File: src/rtl/sar_search.sv
// Successive-approximation search: finds a target by driving probe into an external comparator and reading lt back.
// Latency: bits+1 cycles from the edge that accepts start to the single-cycle done pulse.
// Backpressure: none; start is ignored while busy. Optional abort input when SAR_SEARCH_ABORT_EN is defined.
module sar_search #(
    parameter int bits = 8
) (
    input  logic            clk,
    input  logic            rst,
    input  logic            start,
    input  logic            lt,
`ifdef SAR_SEARCH_ABORT_EN
    input  logic            abort,
`endif
    output logic [bits-1:0] probe,
    output logic            busy,
    output logic            done,
    output logic [bits-1:0] result
);

    // Bit index needs at least one bit even for a single-bit search.
    localparam int IW = (bits > 1) ? $clog2(bits) : 1;

    typedef enum logic [1:0] {
        IDLE   = 2'd0,
        SEARCH = 2'd1,
        DONE   = 2'd2
    } state_t;

    state_t            state;
    state_t            state_nxt;
    logic [bits-1:0]   acc;
    logic [bits-1:0]   acc_nxt;
    logic [bits-1:0]   result_nxt;
    logic [IW-1:0]     idx;
    logic [IW-1:0]     idx_nxt;
    logic [bits-1:0]   bit_mask;
    logic [bits-1:0]   acc_with_bit;
    logic              abort_req;

`ifdef SAR_SEARCH_ABORT_EN
    assign abort_req = abort;
`else
    assign abort_req = 1'b0;
`endif

    // One-hot mask of the bit currently being decided, and the trial value it produces.
    always_comb begin
        bit_mask     = bits'(1) << idx;
        acc_with_bit = acc | bit_mask;
    end

    // Next-state, datapath updates and outputs; lt and abort only matter while searching.
    always_comb begin
        state_nxt  = state;
        acc_nxt    = acc;
        idx_nxt    = idx;
        result_nxt = result;
        probe      = '0;
        busy       = 1'b0;
        done       = 1'b0;
        case (state)
            IDLE: begin
                if (start) begin
                    state_nxt = SEARCH;
                    acc_nxt   = '0;
                    idx_nxt   = IW'(bits - 1);
                end
            end
            SEARCH: begin
                busy  = 1'b1;
                probe = acc_with_bit;
                if (abort_req) begin
                    // Abandon the search; result keeps the previous completed value.
                    state_nxt = IDLE;
                end else begin
                    // Target is not below the trial value, so this bit belongs in the answer.
                    if (!lt) begin
                        acc_nxt = acc_with_bit;
                    end
                    if (idx == '0) begin
                        state_nxt  = DONE;
                        result_nxt = lt ? acc : acc_with_bit;
                    end else begin
                        idx_nxt = idx - IW'(1);
                    end
                end
            end
            DONE: begin
                busy      = 1'b1;
                done      = 1'b1;
                state_nxt = IDLE;
            end
            default: begin
                state_nxt = IDLE;
            end
        endcase
    end

    // State, accumulator, bit index and result registers with asynchronous reset.
    always_ff @(posedge clk or posedge rst) begin
        if (rst) begin
            state  <= IDLE;
            acc    <= '0;
            idx    <= IW'(bits - 1);
            result <= '0;
        end else begin
            state  <= state_nxt;
            acc    <= acc_nxt;
            idx    <= idx_nxt;
            result <= result_nxt;
        end
    end

endmodule

File: config.mk
export PLATFORM = sky130hd
export DESIGN_NAME = sar_search
export DESIGN_NICKNAME = d
export VERILOG_FILES = /design/src/rtl/sar_search.sv
export SDC_FILE = /design/constraint.sdc
export NUM_CORES = 1
export LEC_CHECK = 0
export ABC_AREA = 1
export BUFFER_PORTS_ARGS = -buffer_cell sky130_fd_sc_hd__buf_2
export CORE_AREA = 2 2 50 52
export DETAILED_ROUTE_END_ITERATION = 16
export DIE_AREA = 0 0 52 54
export GPL_ROUTABILITY_DRIVEN = 0
export GPL_TIMING_DRIVEN = 0
export PLACE_DENSITY = 0.71
export SLEW_MARGIN = 20
export SYNTH_ARGS = -nofsm -noshare
export SYNTH_HDL_FRONTEND = slang
export SYNTH_SLANG_ARGS = --single-unit
File: constraint.sdc
create_clock -name clk -period 1.45 [get_ports clk]
set_input_delay 0.145 -clock clk [delete_from_list [all_inputs] [get_ports clk]]
set_output_delay 0.145 -clock clk [all_outputs]
set_load 0.02 [all_outputs]
==> flow_metrics.env, run 1 <==
export IMPL_clock_skew_ps=0.812
export IMPL_relSlewSlack=0.460
export IMPL_dp_hpwl_mm=1.87
export IMPL_layout_commonest_cell="nand2_1"
export IMPL_finalSetupViolCount=8
export IMPL_violations="setup timing"
export IMPL_drc=0
export IMPL_grt_ovfl_total=0
export IMPL_mostFrequentLayoutCells="55 x nand2_1, 18 x dfrtp_1, 14 x inv_1"
export IMPL_dr_pass1_iters=6
export IMPL_power_mw=3.41
export IMPL_synth_nets=161
export IMPL_slew_viol_final=0
export IMPL_worstPathMaxFanout=4
export IMPL_ioPinCount=22
export IMPL_vias_per_cell=4.99
export IMPL_synth_top_cells_by_area="dfrtp_1 39%, nand2_1 20%, ha_1 9.8%"
export IMPL_finalWorstSetupSlack_ps=-211
export IMPL_synth_seq_cells=21
export IMPL_clock_sinks=21
export IMPL_clk_latency_ps=310
export IMPL_holdWs_ps=196
export IMPL_antenna_cells=0
export IMPL_p_leak_nw=0.772
export IMPL_cts_made_buffers=3
export IMPL_row_count=18
export IMPL_fin_util=0.637
export IMPL_reg2reg_slack_ps=80
export IMPL_die_y_um=54
export IMPL_drive_above_1_share=0.320
export IMPL_clock_root_buffer="clkbuf_4"
export IMPL_period_share=1.15
export IMPL_pre_cts_ws_ps=-95.1
export IMPL_tns_ps=-1550
export IMPL_grt_max_degree=22
export IMPL_startpoint_type="flip-flop"
export IMPL_syn_cell_area_um2=1140
export IMPL_grt_pass1_wl_mm=4.15
export IMPL_cts_tree="done"
export IMPL_io_buffers=21
export IMPL_outcome="finished with violations"
export IMPL_worst_setup_path_type="flip-flop to primary output"
export IMPL_fmax_ghz=0.602
export IMPL_seq_area_frac_synth=0.463
export IMPL_syn_inst=148
export IMPL_synth_warnings=0
export IMPL_min_path_type="input port to flip-flop"
export IMPL_ant_nets=0
export IMPL_ys_types=12
export IMPL_clk_pin_slew_ps=120
export IMPL_synth_top_area_frac=0.394
export IMPL_area_delta_synth_final_pct=29.2
export IMPL_worstPathArrival_ps=1520
export IMPL_peakVddDrop_v=0.00139
export IMPL_wl_per_cell_um=12.9
export IMPL_first_global_vias=976
export IMPL_drt_iter0_drc=18
export IMPL_die_x_um=52
export IMPL_power_density_nw_per_um2=2310
export IMPL_tightest_slew_ps=809
export IMPL_initial_utilization=0.493
export IMPL_clk_path_buf_depth=2
export IMPL_antenna_found_initial=0
export IMPL_layout_min_cycle_time_ps=1660
export IMPL_layoutNonFillerInstCount=208
export IMPL_dieArea_um2=2810
export IMPL_grt_use_total=0.207
export IMPL_fin_area_um2=1480
export IMPL_cp_required_ps=1310
export IMPL_cap_violations=0
export IMPL_yosysTopAreaCell="dfrtp_1"
export IMPL_nets=192
export IMPL_place_area_um2=1290
export IMPL_crit_path_end_kind="primary output"
export IMPL_h_tree_depth=1
export IMPL_fp_coreArea_um2=2320
export IMPL_dp_cells=199
export IMPL_hold_violations=0
export IMPL_vias=1037
export IMPL_wirelength_mm=2.68
export IMPL_syn_area_per_cell_um2=7.73
export IMPL_rsz0062_at_grt="true"
## final cells by class
cell class,instances,area (um2)
sequential,21,529
timing repair buffer,26,179
clock buffer,3,22.5
tap,30,37.5
fill,221,842
inverter,20,81.3
multi-input combinational,106,612
buffer,1,11.3
clock inverter,1,5.00
## final timing paths
check,cells after the start,startpoint,endpoint
hold reg to reg,2,result[4]$_DFFE_PP0P_,result[4]$_DFFE_PP0P_
hold / removal,5,start,state[1]$_DFFE_PP0P_
setup / recovery,4,idx[0]$_DFFE_PP1P_,probe[5]
setup reg to reg,5,idx[0]$_DFFE_PP1P_,acc[5]$_DFFE_PP0P_
max in group asynchronous,3,rst,acc[2]$_DFFE_PP0P_
min in group asynchronous,3,rst,result[3]$_DFFE_PP0P_
## critical path, stage by stage (launching register included)
cell     delay (ps)
dfstp_2         610
ha_2            210
nand2_1          80
a21oi_1         150
buf_4           160
## state kept, by name (all words and copies together) (netlist names)
| signal | cells |
|---|---|
| result | 8 |
| idx | 3 |
| acc | 8 |
| state | 2 |
## routing by layer
layer	vias up	global-route usage	routed length (um)
met5	-	0	0
met4	0	0.118	52
met3	4	0.0306	115
li1	527	-	-
met2	24	0.369	1340
met1	482	0.236	1170
## synth_stat cells (all sizes together)
master and count:
a21oi 12, buf 1, dfrtp 18, dfstp 3, ha 9, inv 20, nand2 63, nand3 10
nor2 1, o21ai 11
## cells by family (layout without fill, tap and decap cells)
kind of cell / count (synthesis) / count (layout) / synth area share
fa+ha+maj: 9 / 9 / 0.0985
flops: 21 / 21 / 0.463
buf+inv: 21 / 51 / 0.0755
compound gates: 23 / 23 / 0.101
simple gates: 74 / 74 / 0.263
## repair_timing
action | in CTS | in global routing
gates resized for setup | 19 | 20
setup buffers | 3 | 1
pin swaps | 1 | 1
endpoints found under the setup margin | 25 | 25
hold buffers | 1 | 0
hold endpoints to repair | 18 | 0
## where the power goes
group | switching, mW | internal, mW | total (mW)
logic | 1.31 | 0.788 | 2.09
clock network | 0.187 | 0.103 | 0.291
registers | 0.165 | 0.861 | 1.03
(Power assumes the default switching activity.)
==> run 2: changes to the inputs <==
--- a/config.mk
+++ b/config.mk
@@ -6,7 +6,7 @@
 export NUM_CORES = 1
 export LEC_CHECK = 0
 export ABC_AREA = 1
-export BUFFER_PORTS_ARGS = -buffer_cell sky130_fd_sc_hd__buf_2
+export BUFFER_PORTS_ARGS = -buffer_cell sky130_fd_sc_hd__clkbuf_2
 export CORE_AREA = 2 2 50 52
 export DETAILED_ROUTE_END_ITERATION = 16
 export DIE_AREA = 0 0 52 54
==> flow_metrics.env, run 2 (synthesized netlist as in run 1, its figures left out) <==
export IMPL_grt_pass1_wl_mm=4.08
export IMPL_hold_violations=0
export IMPL_mostFrequentLayoutCells="58 x nand2_1, 17 x dfrtp_1, 14 x inv_1"
export IMPL_drt_iter0_drc=12
export IMPL_reg_top3="acc (8), result (8), idx (3)"
export IMPL_nFillCells=216
export IMPL_cts_tree="done"
export IMPL_peakVddDrop_v=0.00107
export IMPL_worstPathMaxFanout=4
export IMPL_layoutNonFillerInstCount=211
export IMPL_dieArea_um2=2810
export IMPL_die_x_um=52
export IMPL_slew_viol_final=0
export IMPL_p_leak_nw=0.775
export IMPL_startpoint_type="flip-flop"
export IMPL_grt_use_total=0.197
export IMPL_finalSetupViolCount=8
export IMPL_fin_util=0.627
export IMPL_worst_setup_path_type="flip-flop to primary output"
export IMPL_initial_utilization=0.493
export IMPL_min_path_type="input port to flip-flop"
export IMPL_io_buffers=21
export IMPL_pre_cts_ws_ps=-99.1
export IMPL_h_tree_depth=1
export IMPL_antenna_found_initial=0
export IMPL_grt_ovfl_total=0
export IMPL_fp_coreArea_um2=2320
export IMPL_period_share=1.15
export IMPL_dp_hpwl_mm=1.83
export IMPL_clk_pin_slew_ps=120
export IMPL_vias_per_cell=4.87
export IMPL_cap_violations=0
export IMPL_row_count=18
export IMPL_dr_pass1_iters=4
export IMPL_place_area_um2=1290
export IMPL_drc=0
export IMPL_violations="setup timing"
export IMPL_ioPinCount=22
export IMPL_layout_commonest_cell="nand2_1"
export IMPL_wl_per_cell_um=12.1
export IMPL_ant_nets=0
export IMPL_area_delta_synth_final_pct=27.2
export IMPL_cts_made_buffers=3
export IMPL_drive_above_1_share=0.298
export IMPL_nets=195
export IMPL_clk_latency_ps=310
export IMPL_outcome="finished with violations"
export IMPL_tns_ps=-1280
export IMPL_finalWorstSetupSlack_ps=-217
export IMPL_vias=1028
export IMPL_tightest_slew_ps=772
export IMPL_reg2reg_slack_ps=60
export IMPL_power_density_nw_per_um2=2230
export IMPL_clock_sinks=21
export IMPL_clk_path_buf_depth=2
export IMPL_crit_path_end_kind="primary output"
export IMPL_rsz0062_at_grt="true"
export IMPL_clock_root_buffer="clkbuf_4"
export IMPL_wirelength_mm=2.56
export IMPL_power_mw=3.25
export IMPL_fin_area_um2=1460
export IMPL_die_y_um=54
export IMPL_worstPathArrival_ps=1520
export IMPL_first_global_vias=935
export IMPL_dp_cells=199
export IMPL_layout_min_cycle_time_ps=1670
export IMPL_grt_max_degree=22
export IMPL_antenna_cells=0
export IMPL_holdWs_ps=216
export IMPL_cp_required_ps=1310
export IMPL_relSlewSlack=0.485
export IMPL_clock_skew_ps=8.24
export IMPL_fmax_ghz=0.600
[run 2: cell count changes in the layout (fill, tap and decap cells not counted), moves of 2 or more]
cell	before	now
a21oi_1	9	11
clkbuf_2	0	13
nand2_1	55	58
ha_1	3	5
clkbuf_4	3	8
buf_6	4	1
a21oi_2	3	1
nand2_2	7	4
buf_2	12	0
[run 2: layer usage]
layer | vias to the layer above | wire (um) | share of wire | global-route usage
met5 | - | 0 | 0 | 0
met4 | 0 | 29 | 0.011 | 0.0789
met3 | 4 | 79 | 0.031 | 0.0250
met2 | 21 | 1280 | 0.50 | 0.346
met1 | 470 | 1170 | 0.46 | 0.246
li1 | 533 | - | - | -
[run 2: final timing paths]
kind | depth (start not counted) | from | to
setup reg to reg | 7 | idx[0]$_DFFE_PP1P_ | idx[1]$_DFFE_PP1P_
max in group asynchronous | 3 | rst | state[0]$_DFFE_PP0P_
setup / recovery | 4 | idx[0]$_DFFE_PP1P_ | probe[5]
hold / removal | 4 | lt | acc[2]$_DFFE_PP0P_
hold reg to reg | 2 | result[6]$_DFFE_PP0P_ | result[6]$_DFFE_PP0P_
min in group asynchronous | 3 | rst | result[1]$_DFFE_PP0P_
[run 2: layout make-up]
class / count / area [um2] / area share
sequential: 21 / 531 / 0.365
clock buffer: 3 / 22.5 / 0.0155
buffer: 1 / 11.3 / 0.00774
clock inverter: 1 / 5.00 / 0.00344
inverter: 20 / 78.8 / 0.0542
timing repair buffer: 29 / 188 / 0.129
multi-input combinational: 106 / 582 / 0.400
tap: 30 / 37.5 / 0.0258
[run 2: where the power goes]
group          internal, mW  total, mW  switching [mW]
registers             0.864       1.03           0.167
logic                 0.699       1.93            1.23
clock network         0.103      0.287           0.184
[run 2: critical path, stage by stage, from the launching register on]
cell      delay [ps]
dfstp_2          580
ha_2             190
nand2_1           80
a21oi_1          160
clkbuf_4         200
[run 2: repair_timing]
| item | in CTS | in global routing |
|---|---|---|
| endpoints found under the hold margin | 18 | 0 |
| hold buffers | 1 | 0 |
| pin swaps | 1 | 0 |
| endpoints found under the setup margin | 25 | 24 |
| resized for setup | 21 | 10 |
| cloned | 1 | 0 |
| buffers inserted | 4 | 2 |
==> run 3: changes to the inputs <==
--- a/config.mk
+++ b/config.mk
@@ -10,10 +10,11 @@
 export CORE_AREA = 2 2 50 52
 export DETAILED_ROUTE_END_ITERATION = 16
 export DIE_AREA = 0 0 52 54
-export GPL_ROUTABILITY_DRIVEN = 0
 export GPL_TIMING_DRIVEN = 0
 export PLACE_DENSITY = 0.71
+export RECOVER_POWER = 100
 export SLEW_MARGIN = 20
 export SYNTH_ARGS = -nofsm -noshare
 export SYNTH_HDL_FRONTEND = slang
 export SYNTH_SLANG_ARGS = --single-unit
+export TNS_END_PERCENT = 5
==> flow_metrics.env, run 3 (synthesized netlist as in run 1, its figures left out) <==
export IMPL_outcome="finished with violations"
export IMPL_violations="setup timing"
export IMPL_cts_tree="done"
export IMPL_worstPathMaxFanout=4
export IMPL_area_delta_synth_final_pct=21.7
export IMPL_mostFrequentLayoutCells="60 x nand2_1, 17 x dfrtp_1, 14 x inv_1"
export IMPL_layout_commonest_cell="nand2_1"
export IMPL_power_density_nw_per_um2=2240
export IMPL_reg_top3="acc (8), result (8), idx (3)"
export IMPL_drive_above_1_share=0.208
export IMPL_power_switching_mw=1.54
export IMPL_rsz0062_at_grt="true"
export IMPL_peakVddDrop_v=0.00116
export IMPL_vias=1005
export IMPL_path_depth=5
export IMPL_tns_ps=-1300
export IMPL_hold_violations=0
export IMPL_row_count=18
export IMPL_p_leak_nw=0.728
export IMPL_vias_per_cell=4.83
export IMPL_fin_area_um2=1390
export IMPL_worstHoldPathCells=4
export IMPL_layoutNonFillerInstCount=208
export IMPL_die_x_um=52
export IMPL_reg2reg_slack_ps=10
export IMPL_dr_pass1_iters=4
export IMPL_clock_root_buffer="clkbuf_4"
export IMPL_max_stage_delay_ps=590
export IMPL_cap_violations=0
export IMPL_clock_sinks=21
export IMPL_reg2regPathDepth=7
export IMPL_grt_max_degree=22
export IMPL_finalWorstSetupSlack_ps=-191
export IMPL_clk_path_buf_depth=2
export IMPL_finalSetupViolCount=8
export IMPL_wirelength_mm=2.50
export IMPL_fp_coreArea_um2=2320
export IMPL_p_int_mw=1.58
export IMPL_startpoint_type="flip-flop"
export IMPL_routabilityCongestion=0.813
export IMPL_drc=0
export IMPL_grt_use_total=0.196
export IMPL_relSlewSlack=0.487
export IMPL_clock_skew_ps=10.1
export IMPL_grt_ovfl_total=0
export IMPL_tightest_slew_ps=769
export IMPL_worstPathArrival_ps=1500
export IMPL_pwr_share_seq=0.329
export IMPL_cts_made_buffers=3
export IMPL_crit_path_end_kind="primary output"
export IMPL_pwr_share_comb=0.577
export IMPL_fmax_ghz=0.610
export IMPL_cp_required_ps=1310
export IMPL_path_buf_inv=2
export IMPL_clk_latency_ps=320
export IMPL_dieArea_um2=2810
export IMPL_antenna_found_initial=0
export IMPL_nets=192
export IMPL_drt_iter0_drc=15
export IMPL_ant_nets=0
export IMPL_place_area_um2=1290
export IMPL_slew_viol_final=0
export IMPL_antenna_cells=0
export IMPL_layout_min_cycle_time_ps=1640
export IMPL_period_share=1.13
export IMPL_clk_pin_slew_ps=130
export IMPL_dp_cells=199
export IMPL_dp_hpwl_mm=1.83
export IMPL_crit_chain="inv_2 > ha_1 > nand2_1 > a21oi_1 > clkbuf_4"
export IMPL_worst_setup_path_type="flip-flop to primary output"
export IMPL_min_path_type="input port to flip-flop"
export IMPL_die_y_um=54
export IMPL_h_tree_depth=1
export IMPL_pre_cts_ws_ps=-99.1
export IMPL_grt_pass1_wl_mm=4.06
export IMPL_cp_slowest_cell="dfstp_2"
export IMPL_io_buffers=21
export IMPL_wl_per_cell_um=12.0
export IMPL_timing_critical_path_max_delay_family="flip-flops"
export IMPL_ioPinCount=22
export IMPL_clockPowerShare=0.094
export IMPL_initial_utilization=0.493
export IMPL_p_sw_frac=0.494
export IMPL_first_global_vias=935
## run 3: changes by cell type in the layout (fill, tap and decap cells not counted), sizes merged
cell | before | now
buf | 11 | 4
clkbuf | 21 | 25
## run 3: path summary, 6_finish.rpt
check / from / end
worst max-delay path: idx[1]$_DFFE_PP1P_ / probe[5]
worst min-delay path: lt / acc[2]$_DFFE_PP0P_
worst max register to register: state[1]$_DFFE_PP0P_ / idx[0]$_DFFE_PP1P_
worst min register to register: result[4]$_DFFE_PP0P_ / result[4]$_DFFE_PP0P_
max in group asynchronous: rst / state[0]$_DFFE_PP0P_
min in group asynchronous: rst / result[1]$_DFFE_PP0P_
## run 3: repair_timing
| item | CTS | global route |
|---|---|---|
| hold endpoints to repair | 18 | 0 |
| pin swaps | 1 | 0 |
| hold buffers | 1 | 0 |
| gates resized for setup | 20 | 6 |
| setup buffers | 4 | 0 |
| endpoints found under the setup margin | 25 | 24 |
## run 3: worst reg2reg max path, delay by kind of cell, from the launching register on
kind	cells	cell delay (ps)
fa+ha+maj	1	150
simple gates	3	420
buf+inv	2	240
flops	1	410
compound gates	1	150
## run 3: layer usage
metal / vias to the layer above / part of all wire / track usage
li1: 527 / - / -
met1: 453 / 0.46 / 0.247
met2: 22 / 0.48 / 0.340
met3: 3 / 0.041 / 0.0250
met4: 0 / 0.012 / 0.0789
met5: - / 0 / 0
## run 3: final cells by class
cell class                 count  area, um2
buffer                         1       11.3
clock buffer                   3       22.5
clock inverter                 1       5.00
fill                         232        928
inverter                      20       78.8
multi-input combinational    106        558
sequential                    21        531
tap                           30       37.5
timing repair buffer          26        148
## run 3: metrics by stage
step	hold slack (ps)	utilization	total power, mW
global route	244	0.600	3.43
global placement	296	0.554	2.61
CTS	207	0.606	3.15
detailed placement	316	0.554	2.67
finish	210	0.600	3.12
floorplan	119	-	2.21
## run 3: power groups by stage
stage / sequential [mW] / clock [mW] / combinational [mW]
2_1_floorplan: 1.12 / 0 / 1.09
3_3_place_gp: 1.01 / 0 / 1.60
3_5_place_dp: 1.02 / 0 / 1.64
4_1_cts: 1.03 / 0.296 / 1.82
5_1_grt: 1.06 / 0.323 / 2.05
6_report: 1.03 / 0.292 / 1.80
